**src/rtl/rom_stream_ctl_pkg.sv**
```systemverilog
// rom_stream_ctl_pkg
//   State encoding and width helpers shared by rom_stream_ctl and gap_timer.
//   No ports; imported with "import rom_stream_ctl_pkg::*".
package rom_stream_ctl_pkg;

  typedef enum logic [2:0] {
    ST_IDLE   = 3'd0,
    ST_REWIND = 3'd1,
    ST_FETCH  = 3'd2,
    ST_LOAD   = 3'd3,
    ST_SEND   = 3'd4,
    ST_GAP    = 3'd5,
    ST_DONE   = 3'd6
  } state_e;

  // Bits needed to hold values 0..n, never less than one.
  function automatic int unsigned cnt_width(input int unsigned n);
    return (n == 0) ? 1 : $clog2(n + 1);
  endfunction

endpackage

```
**src/rtl/rom_stream_ctl_gap_timer.sv**
```systemverilog
// gap_timer
//   Down-counter that times the idle gap after each accepted word.
//   load is pulsed on the accept edge and presets the count to GAP; while run
//   is high the count decrements and expire is raised on the last gap cycle
//   (terminal count of one), so the owner spends exactly GAP cycles waiting.
// Ports
//   clock   in   single clock, posedge
//   reset   in   synchronous active-high, clears the count
//   load    in   preset the count to GAP
//   run     in   owner is in its gap state; count down
//   expire  out  last gap cycle
module gap_timer
  import rom_stream_ctl_pkg::*;
#(
  parameter int unsigned GAP = 1
) (
  input  logic clock,
  input  logic reset,
  input  logic load,
  input  logic run,
  output logic expire
);

  localparam int unsigned CW = cnt_width(GAP);
  localparam logic [CW-1:0] LOAD_VAL = CW'(GAP);
  localparam logic [CW-1:0] ONE      = CW'(1);

  logic [CW-1:0] cnt_q, cnt_d;

  always_comb begin
    cnt_d = cnt_q;
    if (load) begin
      cnt_d = LOAD_VAL;
    end else if (run && (cnt_q != '0)) begin
      cnt_d = cnt_q - ONE;
    end
  end

  always_ff @(posedge clock) begin
    if (reset) begin
      cnt_q <= '0;
    end else begin
      cnt_q <= cnt_d;
    end
  end

  assign expire = run && (cnt_q == ONE);

endmodule

```
**src/rtl/rom_stream_ctl.sv**
```systemverilog
// rom_stream_ctl
//   Drains a sequential ROM source (get/out/empty) into a valid/ready sink.
//   Each start rewinds the source, then words are fetched one at a time,
//   registered and held until the sink accepts. An optional GAP of idle
//   cycles follows each accept. done pulses once the source runs empty.
//   Build option ROM_STREAM_REPEAT_EN: replay the whole message LOOPS times
//   per start before done; undefined gives a single pass.
// Ports
//   clock      in   single clock, posedge
//   reset      in   synchronous active-high
//   start      in   begin a pass, honoured only in IDLE
//   busy       out  high in every state except IDLE
//   done       out  one-cycle completion pulse
//   src_reset  out  rewinds the source (reset or REWIND state)
//   src_get    out  fetch strobe, only in FETCH with source not empty
//   src_data   in   source word, valid the cycle after src_get
//   src_empty  in   source exhausted
//   m_valid    out  sink word available
//   m_data     out  registered sink word
//   m_ready    in   sink accepts when m_valid && m_ready
//
// state  | meaning
// IDLE   | waiting for start
// REWIND | src_reset high for one cycle
// FETCH  | done with source if empty, else strobe src_get
// LOAD   | capture src_data into m_data, raise m_valid
// SEND   | hold word until the sink accepts
// GAP    | idle GAP cycles after an accept
// DONE   | one-cycle done pulse
module rom_stream_ctl
  import rom_stream_ctl_pkg::*;
#(
  parameter int unsigned W     = 8,
  parameter int unsigned GAP   = 0,
  parameter int unsigned LOOPS = 2
) (
  input  logic         clock,
  input  logic         reset,
  input  logic         start,
  output logic         busy,
  output logic         done,
  output logic         src_reset,
  output logic         src_get,
  input  logic [W-1:0] src_data,
  input  logic         src_empty,
  output logic         m_valid,
  output logic [W-1:0] m_data,
  input  logic         m_ready
);

  state_e        state_q, state_d;
  logic          m_valid_q, m_valid_d;
  logic [W-1:0]  m_data_q, m_data_d;
  logic          gap_expire;

`ifdef ROM_STREAM_REPEAT_EN
  localparam int unsigned PW = cnt_width(LOOPS - 1);
  localparam logic [PW-1:0] LAST_PASS = PW'(LOOPS - 1);
  logic [PW-1:0] pass_q, pass_d;
`endif

  generate
    if (GAP > 0) begin : g_gap
      gap_timer #(.GAP(GAP)) u_gap_timer (
        .clock  (clock),
        .reset  (reset),
        .load   ((state_q == ST_SEND) && m_ready),
        .run    (state_q == ST_GAP),
        .expire (gap_expire)
      );
    end else begin : g_no_gap
      assign gap_expire = 1'b0;
    end
  endgenerate

  always_comb begin
    state_d   = state_q;
    m_valid_d = m_valid_q;
    m_data_d  = m_data_q;
    src_get   = 1'b0;
    done      = 1'b0;
`ifdef ROM_STREAM_REPEAT_EN
    pass_d    = pass_q;
`endif
    case (state_q)
      ST_IDLE: begin
`ifdef ROM_STREAM_REPEAT_EN
        pass_d = '0;
`endif
        if (start) state_d = ST_REWIND;
      end
      ST_REWIND: state_d = ST_FETCH;
      ST_FETCH: begin
        if (src_empty) begin
`ifdef ROM_STREAM_REPEAT_EN
          if (pass_q < LAST_PASS) begin
            pass_d  = pass_q + PW'(1);
            state_d = ST_REWIND;
          end else begin
            state_d = ST_DONE;
          end
`else
          state_d = ST_DONE;
`endif
        end else begin
          src_get = 1'b1;
          state_d = ST_LOAD;
        end
      end
      ST_LOAD: begin
        m_data_d  = src_data;
        m_valid_d = 1'b1;
        state_d   = ST_SEND;
      end
      ST_SEND: begin
        if (m_ready) begin
          m_valid_d = 1'b0;
          state_d   = (GAP > 0) ? ST_GAP : ST_FETCH;
        end
      end
      ST_GAP: begin
        if (gap_expire) state_d = ST_FETCH;
      end
      ST_DONE: begin
        done    = 1'b1;
        state_d = ST_IDLE;
      end
      default: state_d = ST_IDLE;
    endcase
  end

  always_ff @(posedge clock) begin
    if (reset) begin
      state_q   <= ST_IDLE;
      m_valid_q <= 1'b0;
      m_data_q  <= '0;
`ifdef ROM_STREAM_REPEAT_EN
      pass_q    <= '0;
`endif
    end else begin
      state_q   <= state_d;
      m_valid_q <= m_valid_d;
      m_data_q  <= m_data_d;
`ifdef ROM_STREAM_REPEAT_EN
      pass_q    <= pass_d;
`endif
    end
  end

  assign busy      = (state_q != ST_IDLE);
  assign src_reset = reset | (state_q == ST_REWIND);
  assign m_valid   = m_valid_q;
  assign m_data    = m_data_q;

endmodule

```
**config.mk**
```make
export PLATFORM = sky130hd
export DESIGN_NAME = rom_stream_ctl
export DESIGN_NICKNAME = d
export VERILOG_FILES = /design/src/rtl/rom_stream_ctl_pkg.sv /design/src/rtl/rom_stream_ctl_gap_timer.sv /design/src/rtl/rom_stream_ctl.sv
export SDC_FILE = /design/constraint.sdc
export NUM_CORES = 1
export LEC_CHECK = 0
export BUFFER_PORTS_ARGS = -buffer_cell sky130_fd_sc_hd__clkbuf_2
export CORE_ASPECT_RATIO = 1.1
export CORE_MARGIN = 4
export CORE_UTILIZATION = 40
export DETAILED_ROUTE_END_ITERATION = 10
export PLACE_DENSITY_LB_ADDON = 0.05
export SETUP_SLACK_MARGIN = 0.02
export SLEW_MARGIN = 0
export SYNTH_ARGS = -nofsm -noshare
export SYNTH_HDL_FRONTEND = slang
export SYNTH_HIERARCHICAL = 1
export SYNTH_SLANG_ARGS = --single-unit
```
**constraint.sdc**
```tcl
create_clock -name clock -period 1.01 [get_ports clock]
set_clock_uncertainty 0.05 [all_clocks]
set_input_delay 0.1515 -clock clock [delete_from_list [all_inputs] [get_ports clock]]
set_output_delay 0.1515 -clock clock [all_outputs]
set_load 0.02 [all_outputs]
```
==> results.txt <==
----------------------------------------------------
[Place]
  Total placed instance area ... 771 µm²
  HPWL after detailed placement ... 978 µm
  RePlAce Congestion ... 0.796
  Buffers on Ports ... 25

[Routing]
  Drt first pass iters ... 2
  Number of DRC markers in iteration 0 ... 2
  Number of antenna-violating nets in the routed design ... 0
  Post-detailed-routing wire length ... 1490 µm
  Remaining routing DRC violations ... 0
  Via Count ... 588
  Drt via density ... 4.74
  Average wire per standard cell ... 12.0 µm

[Final layout]
  Number of antenna repair diodes ... 0
  Total number of nets in the final design ... 122
  Area of all placed cells without fillers ... 1020 µm²
  P&R area growth vs syn ... 73.0%
  Fraction of final layout cells with drive strength greater than 1 ... 0.741
  Number of filler instances in the final layout ... 114

[Yosys]
  Netlist area before placement ... 589 µm²
  Cell variety after synth ... 22
  Share of the yosys chip area belonging to registers ... 0.408
  Net count after synthesis ... 82
  Number of instances in the synthesized netlist ... 69
  Warnings from Yosys ... 6
  Synth Area per Inst ... 8.54 µm²
  Flip-flop and latch count after synthesis ... 12

[Setup path]
  Critical Path End ... src_get
  Worst reg2reg startpoint ... state_q[2]
  Kind of end point of the critical path ... output port
  Arrival time of the worst setup path ... 1070 ps
  WP data required ... 810 ps
  Classification of the worst setup path ... reg2out
  FF-to-FF path depth ... 6
  Crit path max fanout ... 6
  Endpoint of the most critical register-to-register path ... state_q[2]
  Setup slack on the worst flop-to-flop path ... -210 ps
  Worst setup path start ... state_q[2]
  Startpoint type of the worst setup path ... register

[STA]
  Max-slew headroom ... 0.865
  RSZ-0062 raised after global routing ... yes
  Setup TNS ... -2590 ps
  Actual transition at the worst max-transition pin ... 202 ps
  Final-report max-slew violation count ... 0
  Timing-limited maximum frequency ... 789 MHz
  Setup Viol. Count Final ... 16
  Final Hold Fails ... 0
  Final worst path period need ... 1270 ps
  Final Cycle Share ... 1.25
  Final setup slack of the worst path ... -257 ps

[Power and ir drop]
  Clock power share ... 0.273
  Internal power component ... 0.963 mW
  Combinational cell fraction of total power ... 0.325
  Switching fraction of total power ... 0.288
  Portion of total power attributed to sequential cells ... 0.403
  Peak supply drop ... 0.000750 V
  Total design power ... 1.35 mW
  Pwr dens ... 1330 nW/µm²
  Leakage power figure ... 0.485 nW
  Switching power ... 0.389 mW

[GRT]
  Total GRT Usage ... 0.156
  Remaining global-route overflow ... 0
  Largest net degree at the start of global routing ... 9
  Wire length of the first global-routing pass ... 2420 µm
  Antenna violations before repair ... 0
  Number of global-route vias before repair ... 595

[Hold path]
  Class of the tightest hold or removal check ... in2reg
  Launch point of the worst hold path ... src_data[7]

[Outcome]
  Failing checks ... negative setup slack
  Run status ... finished, violations left

[Floorplanning]
  Number of placement rows ... 14
  Die Ht ... 48.3 µm
  Total Die Area ... 2150 µm²
  Std-Cell Core Area ... 1380 µm²
  Boundary pin count ... 26
  Chip Width ... 44.6 µm
  Initial core utilization ... 0.426

[Clocking]
  Clk slew on worst S/H paths ... 70 ps
  Num CTS Buffers ... 3
  Clock tree from TritonCTS ... yes
  Number of sinks handled by clock tree synthesis ... 12
  # H-tree levels ... 1
  CTS Buffer Depth ... 2
  Worst-Skew Late Latency ... 260 ps
  Cell at the root of the clock tree ... sky130_fd_sc_hd__clkbuf_4

[Job]
  Max-capacitance violation count ... 0

----------------------------------------------------
-- critical path, cell delays in order, from the launching register on --
cell and delay [ps]:
sky130_fd_sc_hd__dfxtp_4 370, sky130_fd_sc_hd__nand2b_4 160, sky130_fd_sc_hd__nor3_4 110, sky130_fd_sc_hd__clkbuf_8 160
-- synth_stat cells, drive strengths merged --
master / instances / area share
and3b: 2 / 0.030
nand2: 21 / 0.13
o221a: 1 / 0.019
a221oi: 1 / 0.025
and3: 1 / 0.011
o21ai: 2 / 0.017
nand3b: 2 / 0.032
a21oi: 10 / 0.14
nor2: 3 / 0.019
and2b: 1 / 0.013
nand2b: 2 / 0.034
nor3: 1 / 0.0085
o21a: 1 / 0.013
nor2b: 1 / 0.011
dfxtp: 12 / 0.41
buf: 5 / 0.072
inv: 3 / 0.019
-- worst min path at each step --
| stage | slack [ps] | cells after the start | end |
|---|---|---|---|
| final | 60 | 3 | m_data[7] |
| after global routing | 50 | 3 | m_data[7] |
| after CTS | 50 | 3 | m_data[2] |
| after detailed placement | 330 | 3 | m_data[0] |
| after global placement | 330 | 3 | m_data[0] |
| after floorplan | 230 | 2 | m_data[0] |
-- flip-flops by register name (all words and copies together) (netlist names) --
| signal | count |
|---|---|
| m_valid | 1 |
| state_q | 3 |
| m_data | 8 |
-- routing by layer --
layer  wire [µm]  up-vias  GRT usage
met3          72        2     0.0258
met1         600      264      0.157
met4          10        0     0.0964
li1            -      307          -
met2         803       15      0.301
met5           0        -          0
-- placed cells by master (no fill, tap or decap), types with 2 or more instances in the layout --
| master | synthesis | layout |
|---|---|---|
| sky130_fd_sc_hd__nor2_1 | 3 | 2 |
| sky130_fd_sc_hd__a21oi_2 | 8 | 9 |
| sky130_fd_sc_hd__and3b_1 | 2 | 2 |
| sky130_fd_sc_hd__inv_1 | 3 | 2 |
| sky130_fd_sc_hd__nand2_4 | 0 | 3 |
| sky130_fd_sc_hd__buf_6 | 2 | 5 |
| sky130_fd_sc_hd__buf_4 | 2 | 19 |
| sky130_fd_sc_hd__buf_8 | 0 | 2 |
| sky130_fd_sc_hd__dfxtp_2 | 0 | 4 |
| sky130_fd_sc_hd__dfxtp_1 | 12 | 5 |
| sky130_fd_sc_hd__clkbuf_8 | 0 | 3 |
| sky130_fd_sc_hd__dfxtp_4 | 0 | 3 |
| sky130_fd_sc_hd__clkbuf_2 | 0 | 12 |
| sky130_fd_sc_hd__nand2_1 | 21 | 9 |
| sky130_fd_sc_hd__clkbuf_4 | 0 | 3 |
| sky130_fd_sc_hd__nand2_2 | 0 | 9 |
-- power groups by stage --
stage	combinational (mW)	sequential [mW]	clock (mW)
finish	0.439	0.544	0.369
global placement	0.283	0.545	0
CTS	0.359	0.540	0.385
global route	0.474	0.550	0.415
detailed placement	0.283	0.546	0
floorplan	0.214	0.531	0
-- what timing repair did --
item,4_1_cts,5_1_grt
pin swaps,11,7
buffers inserted,5,3
hold buffers,0,0
resized for setup,27,37
endpoints found under the setup margin,17,25
gates cloned,0,0
-- stage by stage --
stage	setup WS, ps	std cells	util	hold slack, ps
finish	-257	124	0.737	56.3
global route	-308	124	0.737	46.6
CTS	-260	121	0.667	46.3
detailed placement	-114	112	0.557	330
global placement	-112	112	0.557	328
floorplan	7.92	69	-	228
-- logic make-up after synthesis --
logic type | synth area share
compound gates | 0.210
flops | 0.408
simple gates | 0.291
buf+inv | 0.0913
-- final cells by class --
type / instances / area, µm² / area share
multi-input cells: 49 / 377 / 0.369
repair buffers: 40 / 317 / 0.310
flip-flops and latches: 12 / 256 / 0.252
clock buffers: 4 / 36.3 / 0.0356
well taps: 16 / 20.0 / 0.0196
inverters: 3 / 13.8 / 0.0135
(Power assumes the default switching activity.)
